File: config.mk
export PLATFORM = sky130hd
export DESIGN_NAME = servisia_sram_arbiter_flat
export DESIGN_NICKNAME = d
export VERILOG_FILES = /design/src/rtl/servisia_sram_pkg.sv /design/src/rtl/servisia_sram_arbiter_if.sv /design/src/rtl/servisia_rr_arb2.sv /design/src/rtl/servisia_sram_arbiter.sv /design/src/flat_wrapper.sv
export SDC_FILE = /design/constraint.sdc
export NUM_CORES = 1
export LEC_CHECK = 0
export BUFFER_PORTS_ARGS = -buffer_cell sky130_fd_sc_hd__buf_2
export CAP_MARGIN = 20
export CORE_ASPECT_RATIO = 2
export CORE_MARGIN = 5
export CORE_UTILIZATION = 35
export DETAILED_ROUTE_END_ITERATION = 6
export GPL_ROUTABILITY_DRIVEN = 0
export PLACE_DENSITY = 0.67
export SLEW_MARGIN = 0
export SYNTH_ARGS = -nofsm -noshare
export SYNTH_HDL_FRONTEND = slang
export SYNTH_SLANG_ARGS = --single-unit
File: constraint.sdc
create_clock -name clk_i -period 1.55 [get_ports clk_i]
set_input_delay 0.31 -clock clk_i [delete_from_list [all_inputs] [get_ports clk_i]]
set_output_delay 0.31 -clock clk_i [all_outputs]
set_load 0.005 [all_outputs]
File: src/rtl/servisia_sram_pkg.sv
// Shared types and default widths for the SRAM arbiter slice.
package servisia_sram_pkg;

    localparam int unsigned SRAM_ADDR_W = 14;
    localparam int unsigned SRAM_DATA_W = 8;

    typedef enum logic [1:0] {
        IDLE   = 2'd0,
        SETUP  = 2'd1,
        STROBE = 2'd2,
        HOLD   = 2'd3
    } sram_state_e;

    typedef enum logic {
        REQ_CPU = 1'b0,
        REQ_LDR = 1'b1
    } req_id_e;

    typedef struct packed {
        logic                   we;
        logic [SRAM_ADDR_W-1:0] addr;
        logic [SRAM_DATA_W-1:0] wdata;
    } sram_req_t;

endpackage

File: src/rtl/servisia_sram_arbiter_if.sv
// Requester-side memory port: request fields, one-cycle grant, read-data return.
interface servisia_sram_arbiter_if #(
    parameter int unsigned ADDR_W = servisia_sram_pkg::SRAM_ADDR_W,
    parameter int unsigned DATA_W = servisia_sram_pkg::SRAM_DATA_W
);
    logic              req;
    logic              we;
    logic [ADDR_W-1:0] addr;
    logic [DATA_W-1:0] wdata;
    logic              gnt;
    logic              rvalid;
    logic [DATA_W-1:0] rdata;

    modport master (
        output req, we, addr, wdata,
        input  gnt, rvalid, rdata
    );

    modport slave (
        input  req, we, addr, wdata,
        output gnt, rvalid, rdata
    );
endinterface

File: src/rtl/servisia_rr_arb2.sv
// Two-way round-robin picker (CPU vs loader) with a loader lock override.
module servisia_rr_arb2
    import servisia_sram_pkg::*;
(
    input  logic clk_i,
    input  logic rst_ni,
    input  logic en_i,
    input  logic req_cpu_i,
    input  logic req_ldr_i,
    input  logic lock_i,
    output logic gnt_cpu_o,
    output logic gnt_ldr_o
);

    req_id_e last_q;

    // Pick a winner; on contention the side not granted last goes first.
    always_comb begin
        gnt_cpu_o = 1'b0;
        gnt_ldr_o = 1'b0;
        if (en_i) begin
            if (lock_i) begin
                gnt_ldr_o = req_ldr_i;
            end else if (req_cpu_i && req_ldr_i) begin
                gnt_cpu_o = (last_q == REQ_LDR);
                gnt_ldr_o = (last_q == REQ_CPU);
            end else begin
                gnt_cpu_o = req_cpu_i;
                gnt_ldr_o = req_ldr_i;
            end
        end
    end

    // Remember the most recent winner.
    always_ff @(posedge clk_i) begin
        if (!rst_ni) begin
            last_q <= REQ_LDR;
        end else if (gnt_cpu_o) begin
            last_q <= REQ_CPU;
        end else if (gnt_ldr_o) begin
            last_q <= REQ_LDR;
        end
    end

endmodule

File: src/rtl/servisia_sram_arbiter.sv
// Shares one async SRAM between the CPU and loader ports, sequencing each
// access as setup / strobe (WAIT_CYCLES) / hold on CS_N, WE_N and OE_N.
// Optional: define SRAM_ARB_LOCK_EN to add ldr_lock_i (loader exclusive lock).
module servisia_sram_arbiter
    import servisia_sram_pkg::*;
#(
    parameter int unsigned ADDR_W      = SRAM_ADDR_W,
    parameter int unsigned DATA_W      = SRAM_DATA_W,
    parameter int unsigned WAIT_CYCLES = 1
) (
    input  logic                   clk_i,
    input  logic                   rst_ni,
    servisia_sram_arbiter_if.slave cpu,
    servisia_sram_arbiter_if.slave ldr,
`ifdef SRAM_ARB_LOCK_EN
    input  logic                   ldr_lock_i,
`endif
    output logic                   sram_cs_no,
    output logic                   sram_we_no,
    output logic                   sram_oe_no,
    output logic [ADDR_W-1:0]      sram_addr_o,
    output logic [DATA_W-1:0]      sram_data_o,
    output logic                   sram_data_oe_o,
    input  logic [DATA_W-1:0]      sram_data_i
);

    localparam logic [1:0] ST_IDLE   = IDLE;
    localparam logic [1:0] ST_SETUP  = SETUP;
    localparam logic [1:0] ST_STROBE = STROBE;
    localparam logic [1:0] ST_HOLD   = HOLD;

    logic [1:0]        state_q, state_d;
    logic [3:0]        cnt_q, cnt_d;
    sram_req_t         req_q, req_d;
    req_id_e           owner_q, owner_d;
    logic [DATA_W-1:0] cpu_rdata_q, ldr_rdata_q;

    logic gnt_cpu, gnt_ldr, lock, capture;

`ifdef SRAM_ARB_LOCK_EN
    assign lock = ldr_lock_i;
`else
    assign lock = 1'b0;
`endif

    // Grants only happen in IDLE and never while reset is held.
    servisia_rr_arb2 u_arb (
        .clk_i     (clk_i),
        .rst_ni    (rst_ni),
        .en_i      ((state_q == ST_IDLE) && rst_ni),
        .req_cpu_i (cpu.req),
        .req_ldr_i (ldr.req),
        .lock_i    (lock),
        .gnt_cpu_o (gnt_cpu),
        .gnt_ldr_o (gnt_ldr)
    );

    // Access sequencer: latch the winner in IDLE, then step through the phases.
    always_comb begin
        state_d = state_q;
        cnt_d   = cnt_q;
        req_d   = req_q;
        owner_d = owner_q;
        unique case (state_q)
            ST_IDLE: begin
                if (gnt_cpu) begin
                    req_d   = '{we: cpu.we, addr: cpu.addr, wdata: cpu.wdata};
                    owner_d = REQ_CPU;
                    state_d = ST_SETUP;
                end else if (gnt_ldr) begin
                    req_d   = '{we: ldr.we, addr: ldr.addr, wdata: ldr.wdata};
                    owner_d = REQ_LDR;
                    state_d = ST_SETUP;
                end
            end
            ST_SETUP: begin
                cnt_d   = 4'(WAIT_CYCLES - 1);
                state_d = ST_STROBE;
            end
            ST_STROBE: begin
                if (cnt_q == '0) begin
                    state_d = ST_HOLD;
                end else begin
                    cnt_d = cnt_q - 4'd1;
                end
            end
            ST_HOLD: begin
                state_d = ST_IDLE;
            end
            default: begin
                state_d = ST_IDLE;
            end
        endcase
    end

    // Read data is sampled on the final strobe edge while OE_N is still low.
    assign capture = (state_q == ST_STROBE) && (cnt_q == '0) && !req_q.we;

    // State, latched request and per-port read-data registers.
    always_ff @(posedge clk_i) begin
        if (!rst_ni) begin
            state_q     <= ST_IDLE;
            cnt_q       <= '0;
            req_q       <= '0;
            owner_q     <= REQ_LDR;
            cpu_rdata_q <= '0;
            ldr_rdata_q <= '0;
        end else begin
            state_q <= state_d;
            cnt_q   <= cnt_d;
            req_q   <= req_d;
            owner_q <= owner_d;
            if (capture && owner_q == REQ_CPU) begin
                cpu_rdata_q <= sram_data_i;
            end
            if (capture && owner_q == REQ_LDR) begin
                ldr_rdata_q <= sram_data_i;
            end
        end
    end

    // Pin strobes decode from state alone, so WE_N and OE_N can never overlap.
    assign sram_cs_no     = (state_q == ST_IDLE);
    assign sram_we_no     = !((state_q == ST_STROBE) && req_q.we);
    assign sram_oe_no     = !((state_q == ST_STROBE) && !req_q.we);
    assign sram_addr_o    = req_q.addr;
    assign sram_data_o    = req_q.wdata;
    assign sram_data_oe_o = (state_q != ST_IDLE) && req_q.we;

    assign cpu.gnt    = gnt_cpu;
    assign ldr.gnt    = gnt_ldr;
    assign cpu.rvalid = (state_q == ST_HOLD) && !req_q.we && (owner_q == REQ_CPU);
    assign ldr.rvalid = (state_q == ST_HOLD) && !req_q.we && (owner_q == REQ_LDR);
    assign cpu.rdata  = cpu_rdata_q;
    assign ldr.rdata  = ldr_rdata_q;

endmodule

File: src/flat_wrapper.sv
// flat-port wrapper written by rule: the top's interface ports become plain ports
module servisia_sram_arbiter_flat import servisia_sram_pkg::*;
#(
    parameter int unsigned ADDR_W      = SRAM_ADDR_W,
    parameter int unsigned DATA_W      = SRAM_DATA_W,
    parameter int unsigned WAIT_CYCLES = 1
)
  (clk_i, rst_ni, sram_cs_no, sram_we_no, sram_oe_no, sram_addr_o, sram_data_o, sram_data_oe_o, sram_data_i, cpu_req, cpu_we, cpu_addr, cpu_wdata, cpu_gnt, cpu_rvalid, cpu_rdata, ldr_req, ldr_we, ldr_addr, ldr_wdata, ldr_gnt, ldr_rvalid, ldr_rdata);
  servisia_sram_arbiter_if #(.ADDR_W(ADDR_W), .DATA_W(DATA_W)) cpu_i ();
  servisia_sram_arbiter_if #(.ADDR_W(ADDR_W), .DATA_W(DATA_W)) ldr_i ();
  input  logic clk_i;
  input  logic rst_ni;
  output logic sram_cs_no;
  output logic sram_we_no;
  output logic sram_oe_no;
  output logic [ADDR_W-1:0] sram_addr_o;
  output logic [DATA_W-1:0] sram_data_o;
  output logic sram_data_oe_o;
  input  logic [DATA_W-1:0] sram_data_i;
  input wire logic [$bits(cpu_i.req)-1:0] cpu_req;
  input wire logic [$bits(cpu_i.we)-1:0] cpu_we;
  input wire logic [$bits(cpu_i.addr)-1:0] cpu_addr;
  input wire logic [$bits(cpu_i.wdata)-1:0] cpu_wdata;
  output wire logic [$bits(cpu_i.gnt)-1:0] cpu_gnt;
  output wire logic [$bits(cpu_i.rvalid)-1:0] cpu_rvalid;
  output wire logic [$bits(cpu_i.rdata)-1:0] cpu_rdata;
  input wire logic [$bits(ldr_i.req)-1:0] ldr_req;
  input wire logic [$bits(ldr_i.we)-1:0] ldr_we;
  input wire logic [$bits(ldr_i.addr)-1:0] ldr_addr;
  input wire logic [$bits(ldr_i.wdata)-1:0] ldr_wdata;
  output wire logic [$bits(ldr_i.gnt)-1:0] ldr_gnt;
  output wire logic [$bits(ldr_i.rvalid)-1:0] ldr_rvalid;
  output wire logic [$bits(ldr_i.rdata)-1:0] ldr_rdata;
  assign cpu_i.req = cpu_req;
  assign cpu_i.we = cpu_we;
  assign cpu_i.addr = cpu_addr;
  assign cpu_i.wdata = cpu_wdata;
  assign cpu_gnt = cpu_i.gnt;
  assign cpu_rvalid = cpu_i.rvalid;
  assign cpu_rdata = cpu_i.rdata;
  assign ldr_i.req = ldr_req;
  assign ldr_i.we = ldr_we;
  assign ldr_i.addr = ldr_addr;
  assign ldr_i.wdata = ldr_wdata;
  assign ldr_gnt = ldr_i.gnt;
  assign ldr_rvalid = ldr_i.rvalid;
  assign ldr_rdata = ldr_i.rdata;
  servisia_sram_arbiter #(.ADDR_W(ADDR_W), .DATA_W(DATA_W), .WAIT_CYCLES(WAIT_CYCLES)) u_core (.clk_i(clk_i), .rst_ni(rst_ni), .cpu(cpu_i), .ldr(ldr_i), .sram_cs_no(sram_cs_no), .sram_we_no(sram_we_no), .sram_oe_no(sram_oe_no), .sram_addr_o(sram_addr_o), .sram_data_o(sram_data_o), .sram_data_oe_o(sram_data_oe_o), .sram_data_i(sram_data_i));
endmodule
Word level (Yosys, flattened, before mapping)
Index checks and enable logic that the tools add are counted.
- reduce and logical (&&, ||, !) cells: 23
- mux-type cells: 14
- add/sub/neg operators: 1
- equality and inequality tests: 6
- bitwise logic cells: 2
- operator list (operator ; count):
    2-to-1 mux 23 bit ; 2
    logical AND 1 bit ; 12
    case mux 2 bit (4 select lines) ; 1
    case mux 4 bit (2 select lines) ; 1
    2-to-1 mux 1 bit ; 6
    2-to-1 mux 2 bit ; 3
    AND reduction 2 bit ; 3
    nonzero test 2 bit ; 3
    equality test 2 bit (second input constant) ; 2
    logical NOT 4 bit ; 1
    2-to-1 mux 4 bit ; 1
    != test 2 bit (second input constant) ; 2
    subtractor 4 x 1 -> 4 bit (second input constant) ; 1
    logical NOT 1 bit ; 3
    != test 3 x 1 -> 1 bit (second input constant) ; 1
    equality test 2 x 1 -> 1 bit (second input constant) ; 1
    logical NOT 2 bit ; 1
    NOT 1 bit ; 2
- register bits: 47
- logic and storage cells: 55
- output and inout port bits: 46
- input bits: 58

Logic depth before layout (Yosys ltp)
Gate-level depths: netlist of run 1.
- depth after elaboration: 6
- mapped depth: 7
- mapped depth without buffers: 5

Modules after synthesis
A second synthesis of run 1 with hierarchy kept.
- cells, all modules: 251
- area, all modules: 2368.5 um^2
- by module, submodules not included (module ; sequential area each (um^2) ; instances ; cells each ; area each (um^2)):
    servisia_sram_arbiter ; 920.9 ; 1 ; 241 ; 2297.2
    servisia_rr_arb2 ; 20.0 ; 1 ; 10 ; 71.3

Worst setup path after synthesis of run 1
Ideal clock, no wire load.
- kind: reg2reg
- start point: reg u_core.cnt_q[0]
- end point: reg u_core.ldr_rdata_q[0] (netlist: u_core.ldr.rdata[0])
- path slack: -0.144 ns
- setup time: 0.119 ns
- path buffers: 2
- cell stages (with the launch flop): 8
- arrival: 1.575 ns
- path through: dfxtp_1 > inv_1 > ha_1 > or3b_1 > buf_2 > or3_1 > buf_6 > mux2i_1
- word-level cells in the longest chain between the ends: 4
- ends and longest elaborated chain (element ; RTL line ; source):
    from (decl) ; servisia_sram_arbiter.sv:33 ; logic [3:0] cnt_q, cnt_d;
    from (signal assigned) ; servisia_sram_arbiter.sv:110 ; cnt_q <= cnt_d;
    logical NOT 4 bit ; servisia_sram_arbiter.sv:97 ; assign capture = (state_q == ST_STROBE) && (cnt_q == '0) && !req_q.we;
    logical AND 1 bit (2 in series) ; servisia_sram_arbiter.sv:97 ;
    logical AND 1 bit ; servisia_sram_arbiter.sv:116 ; if (capture && owner_q == REQ_LDR) begin
    to (signal assigned) ; servisia_sram_arbiter.sv:117 ; ldr_rdata_q <= sram_data_i;
    to (decl) ; servisia_sram_arbiter.sv:36 ; logic [DATA_W-1:0] cpu_rdata_q, ldr_rdata_q;
No other way between the ends.
A chain may end at the register's enable or synchronous reset.

Worst setup path in the final report of run 1
- start point: reg u_core.state_q[1]
- end point: out cpu_gnt
- word-level cells in the longest chain between the ends: 3
- ends and longest elaborated chain (element ; RTL line ; source):
    from (decl) ; servisia_sram_arbiter.sv:32 ; logic [1:0] state_q, state_d;
    from (signal assigned) ; servisia_sram_arbiter.sv:109 ; state_q <= state_d;
    logical NOT 2 bit ; servisia_sram_arbiter.sv:50 ; .en_i ((state_q == ST_IDLE) && rst_ni),
    logical AND 1 bit ; servisia_sram_arbiter.sv:50 ;
    2-to-1 mux 1 bit ; servisia_rr_arb2.sv:21 ; if (en_i) begin
    to (decl) ; flat_wrapper.sv:24 ; output wire logic [$bits(cpu_i.gnt)-1:0] cpu_gnt;
No other way between the ends.

==> results of run 1 <==
-- synth_stat cells (2+ instances only) --
cell type	instances	area [sq um]
a21boi_0	5	37.5
a21boi_1	21	158
a32oi_1	23	201
and3_1	3	18.8
buf_2	3	15.0
buf_4	22	165
clkbuf_1	17	63.8
dfxtp_1	47	941
ha_1	7	87.6
inv_1	7	26.3
mux2i_1	19	190
nand2_1	28	105
nand2b_1	3	18.8
nand3_1	28	140
nand3b_1	2	15.0
nor3b_1	3	22.5
o211ai_1	3	22.5
o21ai_0	2	10.0
or3_1	2	12.5
-- worst register-to-register path, cell delays in order (launching register included) --
cell	delay (ns)
dfxtp_2	0.32
inv_2	0.08
ha_4	0.13
or3b_4	0.38
or3_4	0.43
mux2i_2	0.18
-- cells by family (layout without fill, tap and decap cells) --
family | count (synthesis) | in the layout | synth area share, %
fa+ha+maj | 7 | 7 | 3.73
buf+inv | 51 | 147 | 12.2
simple gates | 74 | 74 | 16.0
compound gates | 59 | 59 | 19.9
flops | 47 | 47 | 40.1
mux | 19 | 19 | 8.11
-- cells in the final DEF, fill, tap and decap left out, types with 3 or more instances in the layout --
master     synthesis  routed
ha_1               7       3
a32oi_1           23      23
buf_2              3     101
a21boi_1          21      20
buf_6              1       7
inv_2              0       3
dfxtp_2            0       4
ha_4               0       4
o211ai_1           3       3
buf_4             22      22
dfxtp_1           47      43
a21boi_0           5       5
nand3_1           28      26
clkbuf_16          0       5
nand2_1           28      26
mux2i_1           19      18
-- per-layer routing --
| layer | up-vias | share of wire (%) |
|---|---|---|
| met5 | - | 0 |
| met4 | 0 | 3.1 |
| met3 | 15 | 5.9 |
| met2 | 68 | 57 |
| met1 | 1034 | 34 |
| li1 | 1092 | - |
-- metrics by stage --
step	area, sq um	setup TNS (ns)
CTS	3140	-1.20
finish	3280	-0.834
floorplan	2360	-1.48
detailed placement	2890	-1.11
global route	3280	-2.18
global placement	2890	-0.608
-- power breakdown --
part	total, W	switching, W	internal [W]
logic	0.00185	0.000915	0.000936
clock network	0.00113	0.000446	0.000686
registers	0.00154	0.000131	0.00141
-- worst paths after layout --
kind	cells after the start	endpoint	slack, ns	startpoint
max	5	cpu_gnt	-0.09	u_core.state_q[1]
min reg2reg	2	u_core.cpu.rdata[6]	0.46	u_core.cpu.rdata[6]
max reg2reg	5	u_core.ldr.rdata[0]	-0.07	u_core.cnt_q[0]
min	3	u_core.sram_data_o[6]	0.27	cpu_wdata[6]
-- layout make-up --
class,count,area (sq um)
Tap cell,88,110
Timing Repair Buffer,132,790
Multi-Input combinational cell,159,1250
Clock inverter,1,7.51
Fill cell,634,3280
Inverter,7,31.3
Clock buffer,7,153
Sequential cell,47,946
-- flip-flops by register name, summed over array words and instances (netlist names) --
| signal | flops |
|---|---|
| u_core.cpu.rdata | 8 |
| u_core.ldr.rdata | 8 |
| u_core.sram_addr_o | 14 |
| u_core.sram_data_o | 8 |
| u_core.owner_q | 1 |
| u_core.u_arb.last_q | 1 |
| u_core.cnt_q | 4 |
| u_core.req_q | 1 |
| u_core.state_q | 2 |
-- repair_timing --
item / 4_1_cts / 5_1_grt
resized for setup: 20 / 21
hold buffers: 0 / 0
endpoints found under the hold margin: 0 / 0
pin swaps: 0 / 3
buffers inserted: 3 / 7
endpoints found under the setup margin: 26 / 26
==> reports/results.ini, run 1 <==
[status]
status = finished, violations left
violations = setup timing

[logic_synthesis]
synth-main-ff-cell = dfxtp_1
syn_nets = 322
netlist_area_sq_um = 2350
syn_inst = 257
synth_cell_types = 31
synth_area_per_cell_sq_um = 9.13
synth_edf_count = 0
ys_async_sr_fraction_pct = 0
ys_seq_area_share_pct = 40.1
yosys_warnings = 0
synth_seq_cells = 47

[sta]
hold_violations = 0
timing.hold.ws_ns = 0.267
post-route-period-util_pct = 106
final.setup.worst_slack_ns = -0.0872
min_period_ns = 1.64
max_slew_margin_pct = 76.1
slew_violations = 0
rsz0062_at_grt = true
timing.fmax_mhz = 611
tightest_slew_ns = 0.358
finalSetupViolations = 22
skew_ns = 0.00223

[route]
vias_per_cell = 5.01
route.vias.total = 2209
drc_errors = 0
dr.pass1.iters = 4
avgRoutedWirePerCell_um = 15.1
wl_mm = 6.64
drtIter0Drc = 94
final_antenna_net_count = 0

[critical_path]
cp_slowest_stage_delay_ns = 0.37
path_buf_inv = 2
cp_cell_sequence = inv_4 > ha_4 > and2_4 > and3_4 > buf_6
cp.required_ns = 1.24
crit_arrival_ns = 1.33
crit_type = reg -> out
crit_path_end_kind = output pin
worst_path_dominant_cell_family = flip-flops
startpoint_type = flop
crit_slowest_cell = dfxtp_2
path_max_fanout = 5

[grt]
gr-usage-met3_pct = 3.03
top_usage_layer = met2
grt_use_total_pct = 15.3
met1_usage_pct = 15.2
grt_max_degree = 34
grt_pass1_vias = 2187
grt-ovfl-total = 0
grt_pass1_wl_mm = 10.0
use_met2_pct = 28.1
antenna_found_initial = 0

[cells_and_area]
areaGrowthSynthToFinish_pct = 40.0
nets = 417
fin_cells = 441
final_layout_size_suffix_gt1_share_pct = 47.6
post-route-util_pct = 50.0
antennaDiodeCount = 0

[clocking]
clkLatencyLatePin_ns = 0.28
clock_sinks = 47
cts_tree = yes
cts_buffers = 5
clk_pin_slew_ns = 0.06
clockRootBuffer = clkbuf_16
htree_levels = 2
cts_buffer_depth = 2

[floorplanning]
die_width_um = 67.9
core_sq_um = 6570
die_area_sq_um = 8540
io_pins = 104
start_util_pct = 35.7
num_rows = 42
chipHeight_um = 126

[power]
pwr_density_cell_nw_per_um2 = 1380
static-leakage-power_nw = 1.49
peakVddDrop_v = 0.000520
total_power_w = 0.00452

[run]
drv_cap = 0

[placed_design]
hpwl_mm = 4.86
dp.cells = 424
place_ws_ns = -0.0848
place.port_buffers = 103

[min_path]
holdCritPathClass = in -> reg

Note: power is estimated with default switching activity, not from simulation.
==> inputs of run 2 (changes only) <==
--- a/config.mk
+++ b/config.mk
@@ -12,7 +12,6 @@
 export CORE_UTILIZATION = 35
 export DETAILED_ROUTE_END_ITERATION = 6
 export GPL_ROUTABILITY_DRIVEN = 0
-export PLACE_DENSITY = 0.67
 export SLEW_MARGIN = 0
 export SYNTH_ARGS = -nofsm -noshare
 export SYNTH_HDL_FRONTEND = slang
==> reports/results.ini, run 2 (synthesized netlist as in run 1, its figures left out) <==
[floorplanning]
chipHeight_um = 126  ; unchanged
die_area_sq_um = 8540  ; unchanged
core_sq_um = 6570  ; unchanged
die_width_um = 67.9  ; unchanged
num_rows = 42  ; unchanged
start_util_pct = 35.7  ; unchanged
io_pins = 104  ; unchanged

[status]
violations = setup timing  ; unchanged
status = finished, violations left  ; unchanged

[grt]
grt_use_total_pct = 14.9  ; was 15.3%
antenna_found_initial = 0  ; unchanged
grt_pass1_wl_mm = 10.0  ; about the same
grt_pass1_vias = 2157  ; was 2187
grt-ovfl-total = 0  ; unchanged
grt_max_degree = 53  ; was 34

[critical_path]
crit_path_end_kind = output pin  ; unchanged
startpoint_type = flop  ; unchanged
cp_slowest_stage_delay_ns = 0.36  ; was 0.37 ns
crit_type = reg -> out  ; unchanged
crit_slowest_cell = dfxtp_4  ; was dfxtp_2
cp.required_ns = 1.24  ; about the same
r2r_cells = 7  ; was 5
path_max_fanout = 4  ; was 5
cp_cell_sequence = inv_4 > ha_4 > and2_4 > and3_4 > buf_6  ; unchanged
crit_arrival_ns = 1.30  ; was 1.33 ns

[clocking]
ctsHoldBuffers = 0  ; unchanged
cts_buffers = 5  ; unchanged
clock_sinks = 47  ; unchanged
clockRootBuffer = clkbuf_16  ; unchanged
cts_tree = yes  ; unchanged
clk_pin_slew_ns = 0.06  ; about the same
clkLatencyLatePin_ns = 0.28  ; about the same
cts_buffer_depth = 2  ; unchanged
htree_levels = 2  ; unchanged

[cells_and_area]
final_cell_mix = buf_2 (101), dfxtp_1 (44), nand3_1 (28), nand2_1 (26), a32oi_1 (22)  ; was buf_2 (101), dfxtp_1 (43), nand3_1 (26), nand2_1 (26), a32oi_1 (23)
layout_commonest_cell = buf_2  ; unchanged
antennaDiodeCount = 0  ; unchanged
areaGrowthSynthToFinish_pct = 41.7  ; was 40.0%
largest_register_ffs = 14  ; unchanged
final_layout_size_suffix_gt1_share_pct = 47.3  ; was 47.6%
fin_area_sq_um = 3320  ; was 3280 sq um
nets = 419  ; was 417

[placed_design]
place_ws_ns = -0.0849  ; was -0.0848 ns
placed_area_sq_um = 2880  ; was 2890 sq um
hpwl_mm = 4.70  ; was 4.86 mm
place.port_buffers = 103  ; unchanged

[sta]
timing.fmax_mhz = 620  ; was 611 MHz
final.setup.worst_slack_ns = -0.0621  ; was -0.0872 ns
hold_violations = 0  ; unchanged
min_period_ns = 1.61  ; was 1.64 ns
rsz0062_at_grt = true  ; unchanged
timing.hold.ws_ns = 0.275  ; was 0.267 ns
slew_violations = 0  ; unchanged
finalSetupViolations = 17  ; was 22
post-route-period-util_pct = 104  ; was 106%
skew_ns = 0.00547  ; was 0.00223 ns
tightest_slew_ns = 0.469  ; was 0.358 ns
max_slew_margin_pct = 68.7  ; was 76.1%

[route]
drtIter0Drc = 86  ; was 94
vias_per_cell = 4.97  ; was 5.01
drc_errors = 0  ; unchanged
final_antenna_net_count = 0  ; unchanged
wl_mm = 6.56  ; was 6.64 mm
route.vias.total = 2200  ; was 2209
avgRoutedWirePerCell_um = 14.8  ; was 15.1 um
dr.pass1.iters = 4  ; unchanged

[power]
static-leakage-power_nw = 1.54  ; was 1.49 nW
peakVddDrop_v = 0.000548  ; was 0.000520 V
pwr_density_cell_nw_per_um2 = 1420  ; was 1380 nW/um^2
total_power_w = 0.00472  ; was 0.00452 W

[min_path]
holdCritPathClass = in -> reg  ; unchanged
hold_depth = 3  ; unchanged

[run]
drv_cap = 0  ; unchanged

==> run 2: final timing paths <==
check	from	endpoint	slack [ns]
worst min register to register	u_core.cpu.rdata[6]	u_core.cpu.rdata[6]	0.45
worst max register to register	u_core.cnt_q[0]	u_core.cpu.rdata[2]	-0.04
worst min-delay path	cpu_addr[11]	u_core.sram_addr_o[11]	0.27
worst max-delay path	u_core.state_q[1]	cpu_gnt	-0.06
==> run 2: metal layers <==
metal / GRT usage (%) / vias up / part of all wire (%)
met2: 28.4 / 68 / 56
met5: 0 / - / 0
met3: 2.41 / 5 / 6.1
met1: 15.9 / 1030 / 37
li1: - / 1097 / -
met4: 4.22 / 0 / 0.94
==> run 2: through the flow <==
step	std cells	setup TNS [ns]	utilization, %
2_1_floorplan	257	-1.48	-
3_3_place_gp	422	-0.727	43.8
3_5_place_dp	422	-1.13	43.8
4_1_cts	435	-0.956	48.6
5_1_grt	443	-1.56	50.6
6_report	443	-0.512	50.6
==> run 2: final cells by class <==
type / instances / area [sq um]
clock buffers: 6 / 139
clock inverters: 2 / 38.8
fillers: 638 / 3250
inverters: 7 / 33.8
multi-input cells: 159 / 1240
flip-flops and latches: 47 / 950
well taps: 88 / 110
repair buffers: 134 / 816
==> run 2: what timing repair did <==
item / 4_1_cts / 5_1_grt
pin swaps: 2 / 2
setup endpoints to repair: 26 / 24
gates cloned: 0 / 0
setup buffers: 5 / 9
resized for setup: 24 / 21
==> run 2: worst max-delay path: cells and delay by family, from the launching register on <==
kind	cells	cell delay (ns)
adder cells (fa/ha/maj)	1	0.14
buffers and inverters	2	0.16
flip-flops	1	0.36
AND/OR/NAND/NOR	2	0.36
==> run 2: power breakdown <==
group,internal (W),total (W),switching [W]
sequential,0.00142,0.00155,0.000129
clock,0.000810,0.00126,0.000448
combinational,0.000984,0.00192,0.000931
total,0.00321,0.00472,0.00151
